**src/rtl/ercm_pkg.sv**
```systemverilog
// Shared types and constants for the ercm_pipe_mult pipelined approximate multiplier.
package ercm_pkg;

  localparam int unsigned MAX_W    = 16;
  localparam int unsigned MAX_COLS = 2 * MAX_W;
  localparam int unsigned CSUM_W   = 5;
  localparam int unsigned CNT_W    = 16;
  localparam logic [CNT_W-1:0] CNT_SAT = 16'hFFFF;

  // S1 payload: operands carried as their partial-product matrix, plus mode
  typedef struct packed {
    logic                           approx;
    logic [MAX_W-1:0][MAX_W-1:0]    pp;
  } ercm_s1_t;

  // S2 payload: per-column partial sums, mode and compensation request
  typedef struct packed {
    logic                           approx;
    logic [MAX_COLS-1:0][CSUM_W-1:0] csum;
    logic                           comp;
  } ercm_s2_t;

  function automatic logic [CNT_W-1:0] sat_inc(input logic [CNT_W-1:0] v);
    return (v == CNT_SAT) ? v : v + 1'b1;
  endfunction

endpackage

```
**src/rtl/ercm_col_compress.sv**
```systemverilog
// One product column: OR-reduce in the approximate region, popcount elsewhere,
// plus the compensation flag when this is the top approximate column.
module ercm_col_compress
  import ercm_pkg::*;
#(
  parameter int unsigned N_BITS   = MAX_W,
  parameter int unsigned SUM_W    = CSUM_W,
  parameter bit          COMP_COL = 1'b0
) (
  input  logic [N_BITS-1:0] i_bits,
  input  logic              i_approx,
  output logic [SUM_W-1:0]  o_sum,
  output logic              o_comp
);

  logic [SUM_W-1:0] w_cnt;

  always_comb begin
    w_cnt = '0;
    for (int unsigned i = 0; i < N_BITS; i++) begin
      w_cnt = w_cnt + SUM_W'(i_bits[i]);
    end
  end

  assign o_sum = i_approx ? SUM_W'(|i_bits) : w_cnt;

  generate
    if (COMP_COL) begin : g_comp
      assign o_comp = i_approx && (w_cnt > SUM_W'(1));
    end else begin : g_nocomp
      assign o_comp = 1'b0;
    end
  endgenerate

endmodule

```
**src/rtl/ercm_pipe_mult.sv**
```systemverilog
// Three-stage valid/ready multiplier with per-transaction exact/approximate mode.
// Optional error compensation enabled by defining ERCM_ERR_COMP_EN.
module ercm_pipe_mult
  import ercm_pkg::*;
#(
  parameter int unsigned WIDTH       = 8,
  parameter int          APPROX_COLS = int'(WIDTH)
) (
  input  logic               clk,
  input  logic               rst_n,
  input  logic               in_valid,
  output logic               in_ready,
  input  logic [WIDTH-1:0]   dat_in_a,
  input  logic [WIDTH-1:0]   dat_in_b,
  input  logic               approx_en,
  output logic               out_valid,
  input  logic               out_ready,
  output logic [2*WIDTH-1:0] dat_o,
  output logic [CNT_W-1:0]   approx_cnt
);

  localparam int unsigned PW = 2 * WIDTH;

`ifdef ERCM_ERR_COMP_EN
  localparam bit COMP_EN = 1'b1;
`else
  localparam bit COMP_EN = 1'b0;
`endif

  logic                             r_v1, r_v2, r_v3;
  ercm_s1_t                         r_s1, w_s1_d;
  ercm_s2_t                         r_s2, w_s2_d;
  logic [PW-1:0]                    r_res, w_sum;
  logic                             r_apx3;
  logic [CNT_W-1:0]                 r_cnt;
  logic                             w_s3_free, w_adv2, w_s2_free, w_adv1, w_acc;
  logic [MAX_W-1:0]                 w_a, w_b;
  logic [MAX_COLS-1:0][CSUM_W-1:0]  w_csum;
  logic [MAX_COLS-1:0]              w_comp;

  // Backward-propagating advance chain so bubbles collapse
  assign w_s3_free = !r_v3 || out_ready;
  assign w_adv2    = r_v2 && w_s3_free;
  assign w_s2_free = !r_v2 || w_adv2;
  assign w_adv1    = r_v1 && w_s2_free;
  assign in_ready  = rst_n && (!r_v1 || w_adv1);
  assign w_acc     = in_valid && in_ready;

  assign w_a = MAX_W'(dat_in_a);
  assign w_b = MAX_W'(dat_in_b);

  always_comb begin
    w_s1_d.approx = approx_en;
    for (int unsigned i = 0; i < MAX_W; i++) begin
      for (int unsigned j = 0; j < MAX_W; j++) begin
        w_s1_d.pp[i][j] = w_a[i] & w_b[j];
      end
    end
  end

  // Gather the anti-diagonal i+j == c of the partial-product matrix per column
  for (genvar c = 0; c < int'(MAX_COLS); c++) begin : g_col
    logic [MAX_W-1:0] w_bits;
    for (genvar i = 0; i < int'(MAX_W); i++) begin : g_bit
      if ((c >= i) && ((c - i) < int'(MAX_W))) begin : g_on
        assign w_bits[i] = r_s1.pp[i][c-i];
      end else begin : g_off
        assign w_bits[i] = 1'b0;
      end
    end
    ercm_col_compress #(
      .N_BITS  (MAX_W),
      .SUM_W   (CSUM_W),
      .COMP_COL(COMP_EN && (c == APPROX_COLS - 1))
    ) u_col (
      .i_bits  (w_bits),
      .i_approx(r_s1.approx && (c < APPROX_COLS)),
      .o_sum   (w_csum[c]),
      .o_comp  (w_comp[c])
    );
  end

  always_comb begin
    w_s2_d.approx = r_s1.approx;
    w_s2_d.csum   = w_csum;
    w_s2_d.comp   = |w_comp;
  end

  always_comb begin
    w_sum = '0;
    for (int unsigned c = 0; c < MAX_COLS; c++) begin
      w_sum = w_sum + (PW'(r_s2.csum[c]) << c);
    end
    w_sum = w_sum + (PW'(r_s2.comp) << APPROX_COLS);
  end

  always_ff @(posedge clk) begin
    if (!rst_n) begin
      r_v1   <= 1'b0;
      r_v2   <= 1'b0;
      r_v3   <= 1'b0;
      r_res  <= '0;
      r_apx3 <= 1'b0;
      r_cnt  <= '0;
    end else begin
      r_v1 <= w_acc  || (r_v1 && !w_adv1);
      r_v2 <= w_adv1 || (r_v2 && !w_adv2);
      r_v3 <= w_adv2 || (r_v3 && !out_ready);
      if (w_adv2) begin
        r_res  <= w_sum;
        r_apx3 <= r_s2.approx;
      end
      if (r_v3 && out_ready && r_apx3) begin
        r_cnt <= sat_inc(r_cnt);
      end
    end
  end

  always_ff @(posedge clk) begin
    if (w_acc) begin
      r_s1 <= w_s1_d;
    end
    if (w_adv1) begin
      r_s2 <= w_s2_d;
    end
  end

  assign out_valid  = r_v3;
  assign dat_o      = r_res;
  assign approx_cnt = r_cnt;

endmodule

```
**config.mk**
```make
export PLATFORM = sky130hd
export DESIGN_NAME = ercm_pipe_mult
export DESIGN_NICKNAME = d
export VERILOG_FILES = /design/src/rtl/ercm_pkg.sv /design/src/rtl/ercm_col_compress.sv /design/src/rtl/ercm_pipe_mult.sv
export SDC_FILE = /design/constraint.sdc
export NUM_CORES = 1
export LEC_CHECK = 0
export ABC_AREA = 1
export BUFFER_PORTS_ARGS = -buffer_cell sky130_fd_sc_hd__buf_2
export CAP_MARGIN = 20
export CORE_MARGIN = 1
export CORE_UTILIZATION = 30
export DETAILED_ROUTE_END_ITERATION = 7
export PLACE_DENSITY = 0.51
export REMOVE_ABC_BUFFERS = 1
export SYNTH_ARGS = -nofsm -noshare
export SYNTH_HDL_FRONTEND = slang
export SYNTH_SLANG_ARGS = --single-unit
```
**constraint.sdc**
```tcl
create_clock -name clk -period 4.5 [get_ports clk]
set_input_delay 0 -clock clk [delete_from_list [all_inputs] [get_ports clk]]
set_output_delay 0 -clock clk [all_outputs]
set_load 0.01 [all_outputs]
```
# ---- Word-level counts from Yosys, hierarchy flattened
# Index checks and enable logic that the tools add are counted.
dict set report op_classes {
  n_addsub 64
  eq_ne 1
  muxes 7
  bitwise_logic 65
  n_reduce_logical 29
}
# cell count
set op_table {}
lappend op_table {{adder 5 x 1 -> 5 bit} 34}
lappend op_table {{AND 1 bit} 64}
lappend op_table {{adder 16 x 15 -> 16 bit} 3}
lappend op_table {{adder 16 bit} 2}
lappend op_table {{adder 1 x 1 -> 2 bit} 13}
lappend op_table {{adder 16 x 1 -> 16 bit, second input constant} 1}
lappend op_table {{adder 16 x 10 -> 16 bit} 1}
lappend op_table {{adder 16 x 11 -> 16 bit} 1}
lappend op_table {{adder 16 x 12 -> 16 bit} 1}
lappend op_table {{adder 16 x 13 -> 16 bit} 1}
lappend op_table {{adder 16 x 14 -> 16 bit} 1}
lappend op_table {{adder 16 x 7 -> 16 bit} 1}
lappend op_table {{adder 16 x 8 -> 16 bit} 1}
lappend op_table {{adder 16 x 9 -> 16 bit} 1}
lappend op_table {{equality test 16 bit, second input constant} 1}
lappend op_table {{logical AND 1 bit} 9}
lappend op_table {{OR reduction 8 bit} 1}
lappend op_table {{2-to-1 mux 1 bit} 7}
lappend op_table {{OR reduction 7 bit} 1}
lappend op_table {{adder 2 x 1 -> 3 bit} 2}
lappend op_table {{zero test 1 bit} 6}
lappend op_table {{logical OR 1 bit} 6}
lappend op_table {{OR reduction 6 bit} 1}
lappend op_table {{OR reduction 5 bit} 1}
lappend op_table {{6 further kinds} 6}
dict set report word_totals {
  reg_bits 162
  input_bits 21
  output_inout_bits 34
  word_cells 204
}

# ---- Logic depth before layout (Yosys ltp)
dict set report depth {
  word_depth 14
  mapped_depth 16
  mapped_depth_nobuf 16
}

# ---- Cells and area by module
# From an unflattened synthesis, not the netlist that was laid out.
dict set report unflattened {
  cells_unflattened 3174
  area_unflattened_um2 24706.2
}
# module n_inst cells_each area_each_um2 seq_area_each_um2
set modules_own_cells {}
lappend modules_own_cells {{ercm_col_compress at g_col[0].u_col ...} 27 76 518.0 0.0}
lappend modules_own_cells {ercm_pipe_mult 1 763 8197.9 4834.6}
lappend modules_own_cells {{ercm_col_compress at g_col[2].u_col ...} 3 71 503.0 0.0}
lappend modules_own_cells {{ercm_col_compress at g_col[24].u_col} 1 73 509.2 0.0}
lappend modules_own_cells {{ercm_col_compress at g_col[3].u_col} 1 73 504.2 0.0}

# ---- Least setup slack after synthesis
# OpenSTA, ideal clock, no wires.
dict set report synth_path {
  path_type {register -> register}
  startpoint {register r_v3 (netlist: out_valid)}
  endpoint {register r_s1 (netlist bit g_col[0].w_bits[0]) (enable)}
  setup_ps 488
  arrival_time_ps 3420
  t_required_ps 4012
  setup_slack_ps 591
  path_stages_with_launch 8
  path_buffers 0
  period_less_slack_ps 3909
  path_cell_list {dfxtp_1 nand2_1 nor2_1 inv_1 nor2_1 inv_1 nand2_1 nor2_1}
}
dict set report synth_via {
  elab_chain_cells 8
}
# element line
set synth_rtl {}
lappend synth_rtl {{start, declared} ercm_pipe_mult.sv:30} ;# logic r_v1, r_v2, r_v3;
lappend synth_rtl {{start signal, assigned} ercm_pipe_mult.sv:108} ;# r_v3 <= w_adv2 || (r_v3 && !out_ready);
lappend synth_rtl {{zero test 1 bit} ercm_pipe_mult.sv:42} ;# assign w_s3_free = !r_v3 || out_ready;
lappend synth_rtl {{logical OR 1 bit} ercm_pipe_mult.sv:42}
lappend synth_rtl {{logical AND 1 bit} ercm_pipe_mult.sv:43} ;# assign w_adv2 = r_v2 && w_s3_free;
lappend synth_rtl {{logical OR 1 bit} ercm_pipe_mult.sv:44} ;# assign w_s2_free = !r_v2 || w_adv2;
lappend synth_rtl {{logical AND 1 bit} ercm_pipe_mult.sv:45} ;# assign w_adv1 = r_v1 && w_s2_free;
lappend synth_rtl {{logical OR 1 bit} ercm_pipe_mult.sv:46} ;# assign in_ready = rst_n && (!r_v1 || w_adv1);
lappend synth_rtl {{logical AND 1 bit} ercm_pipe_mult.sv:46}
lappend synth_rtl {{logical AND 1 bit} ercm_pipe_mult.sv:47} ;# assign w_acc = in_valid && in_ready;
lappend synth_rtl {{named net w_acc} ercm_pipe_mult.sv:36} ;# logic w_s3_free, w_adv2, w_s2_free, w_adv1, w_acc;
lappend synth_rtl {{end signal, assigned} ercm_pipe_mult.sv:121} ;# r_s1 <= w_s1_d;
lappend synth_rtl {{end, declared} ercm_pipe_mult.sv:31} ;# ercm_s1_t r_s1, w_s1_d;
# The timed path passes the listed nets, and every way through them passes these cells.
# A chain may end at the register's enable or synchronous reset.

# ---- Worst setup path after layout
dict set report layout_path {
  startpoint {register r_s1 (netlist bit g_col[7].w_bits[0])}
  endpoint {register r_s2[37] (netlist bit), data pin}
}
dict set report layout_via {
  elab_chain_cells 7
}
# element line
set layout_rtl {}
lappend layout_rtl {{adder 1 x 1 -> 2 bit} ercm_col_compress.sv:21} ;# w_cnt = w_cnt + SUM_W'(i_bits[i]);
lappend layout_rtl {{adder 5 x 1 -> 5 bit (6 in a row)} ercm_col_compress.sv:21}
lappend layout_rtl {{end signal, assigned} ercm_pipe_mult.sv:124} ;# r_s2 <= w_s2_d;
lappend layout_rtl {{end, declared} ercm_pipe_mult.sv:32} ;# ercm_s2_t r_s2, w_s2_d;
# Every way passes these cells.

==> flow_summary.yaml <==
sta:
  layout_min_cycle_time_ns: 2.97
  holdWs_ns: 0.0117
  hold_violations: 0
  maxSlewViolCount: 0
  relSlewSlack_pct: 39.5
  finalSetupViolCount: 0
  rsz0062_at_grt: "no"
  tightest_slew_ns: 0.902
  fin_skew_ns: 0.0100
  fmax_mhz: 336
  setup_tns_ns: 0
  min_period_over_period_pct: 66.0
clock_tree:
  htreeDepth: 4
  cts_sinks: 142
  cts_buffers: 17
  clock_path_buffers: 2
  clk_pin_slew_worst_paths_ns: 0.07
  tritoncts: "done"
  cts_resized: 0
  root_buffer: "clkbuf_16"
  clk_latency_ns: 0.42
routing:
  via_per_inst: 4.13
  drt_pre_antenna_iters: 4
  vias: 5126
  drt_iter0_drc: 228
  wirelength_mm: 15.3
  drc_errors: 0
  final_antenna_net_count: 0
  wl_per_cell_um: 12.4
setup_path:
  path_max_fanout: 2
  critPathMaxStageDelay_ns: 0.54
  rr_startpoint: "g_col[7].w_bits[0]"
  path_buf_inv: 4
  path_cells: "inv_1 > ha_1 > inv_1 > fa_1 > fa_1 > inv_1 > fa_1 > inv_1 > fa_1 > nor2_1"
  rr_endpoint: "r_s2[37]"
  worstSetupPathType: "reg2reg"
  cp.arrival_ns: 3.24
  critPathLaunchType: "flip-flop"
  endpoint_kind: "flip-flop"
  worst_path_max_delay_cell: "fa_1"
  path_delay_family: "adder cells"
  r2r_cells: 10
  reg2reg_slack_ns: 1.53
  cp.depth: 10
  worstPathRequired_ns: 4.77
finish:
  drive_above_1_share_pct: 12.0
  layout_common_cells: "209 x inv_1, 165 x nand2_1, 106 x edfxtp_1"
  syn2layout_area_growth_pct: 16.2
  fin_util_pct: 35.4
  antenna_cells: 0
  multi_input_area_mm2: 0.00315
  regArea_mm2: 0.00390
  nFillCells: 2642
  final_common_cell: "inv_1"
  layout.nets: 1009
status:
  status: "complete, no violations"
hold_path:
  min_from: "dat_in_a[2]"
  holdPathStages: 3
  hp-class: "in2reg"
  min_to: "g_col[9].w_bits[2]"
logic_synthesis:
  mappedNetlistArea_mm2: 0.00795
  ys_seq_area_share_pct: 49.1
  synth.top_cell.area_share_pct: 40.0
  ys.warnings.count: 0
  synthTopCellsByArea: "edfxtp_1 40%, inv_1 9.9%, fa_1 9.8%"
  synthCells: 829
  ys_ff_latch: 142
  syn_avg_cell_area_um2: 9.59
  synth_top_area_cell: "edfxtp_1"
  synth.distinct_cells: 34
global_route:
  grt_pass1_vias: 5052
  grt_pass1_wl_mm: 25.4
  track_usage_pct: 12.4
  antenna_found_initial: 0
  grt_max_degree: 42
  gr-total-overflow: 0
floorplanning:
  ios: 55
  core_area_mm2: 0.0261
  initial_core_util_pct: 30.5
  dieArea_mm2: 0.0272
  die_h_um: 165
  rows: 59
  fp.dieW_um: 165
pwr:
  vdd_drop_max_v: 0.000174
  power_density_mw_per_mm2: 377
  leakagePower_nw: 4.47
place:
  portBuffers: 54
  routabilityCongestion: 0.803
  hpwl_mm: 11.0
run:
  max_cap_violations: 0
## report_power, final
part           internal, mW  switching, mW
sequential             1.48         0.0274
clock                 0.771          0.589
combinational         0.230          0.377
total                  2.48          0.994
## worst reg2reg max path: cells and delay by family, from the launching register on
kind	cells	cell delay (ns)
fa+ha+maj	5	2.13
flops	1	0.35
buf+inv	4	0.24
simple gates	1	0.10
## state kept, by name, indices dropped and copies added (netlist names)
name,count
approx_cnt,16
dat_o,16
g_col.w_bits,64
out_valid,1
r_apx3,1
r_s1,1
r_s2,41
r_v1,1
r_v2,1
## how the worst max path moves through the flow
stage / start / to
3_5_place_dp: r_s2[18] / dat_o[11]
5_1_grt: r_s2[43] / dat_o[15]
3_3_place_gp: g_col[7].w_bits[0] / r_s2[37]
2_1_floorplan: out_valid / g_col[0].w_bits[0]
4_1_cts: r_s2[18] / dat_o[11]
6_report: g_col[7].w_bits[0] / r_s2[37]
## logic make-up after synthesis
kind of cell | synth area share [%]
simple gates | 15.1
buf+inv | 11.4
flops | 49.1
fa+ha+maj | 18.8
compound gates | 4.08
xor+xnor | 1.54
## area by class of cell
cell class	instances	share of cell area, %
flip-flops and latches	142	42.3
repair buffers	69	4.47
multi-input cells	451	34.1
well taps	335	4.54
inverters	211	8.57
clock buffers	18	4.65
clock inverters	14	1.45
## synth_stat cells
cell type / count
o21ai_0: 19
nand3_1: 21
nor3_1: 6
buf_2: 4
fa_1: 39
edfxtp_1: 106
nor2_1: 79
xnor2_1: 7
nand2_4: 1
nor4_1: 1
a21oi_4: 1
nor2_4: 1
ha_1: 57
a21oi_2: 10
nand2_1: 165
inv_1: 209
nand2_2: 5
xor2_1: 7
nand3_4: 1
clkinv_1: 1
nand3b_1: 2
nor3_4: 1
a41oi_1: 1
o32ai_1: 1
buf_12: 1
a21o_1: 1
o21bai_1: 1
nand4_1: 5
inv_2: 1
a31oi_1: 2
dfxtp_1: 36
a21oi_1: 16
nor2_2: 1
clkbuf_1: 20
## per-stage QoR
step           worst slack, ns  area, um^2  instances  power [mW]
6_report                  1.53        9240       1240        3.48
5_1_grt                   1.27        9240       1240        3.70
4_1_cts                   1.50        9240       1240        3.53
3_5_place_dp              1.51        8550       1196        2.15
3_3_place_gp              1.56        8550       1196        2.14
2_1_floorplan            0.586        7830        804        1.98
## repair_timing
| action | 4_1_cts | 5_1_grt |
|---|---|---|
| hold buffers | 12 | 0 |
| endpoints found under the setup margin | 0 | 0 |
| endpoints found under the hold margin | 50 | 0 |
| buffers inserted | 0 | 0 |
## per-layer routing
metal / share of wire [%] / global-route usage [%] / wire length (um)
met5: 0 / 0 / 0
met4: 1.4 / 4.50 / 219
met3: 2.9 / 2.51 / 451
met2: 44 / 18.9 / 6720
met1: 52 / 17.3 / 7930
No activity file was read; power rests on OpenSTA's default activity.
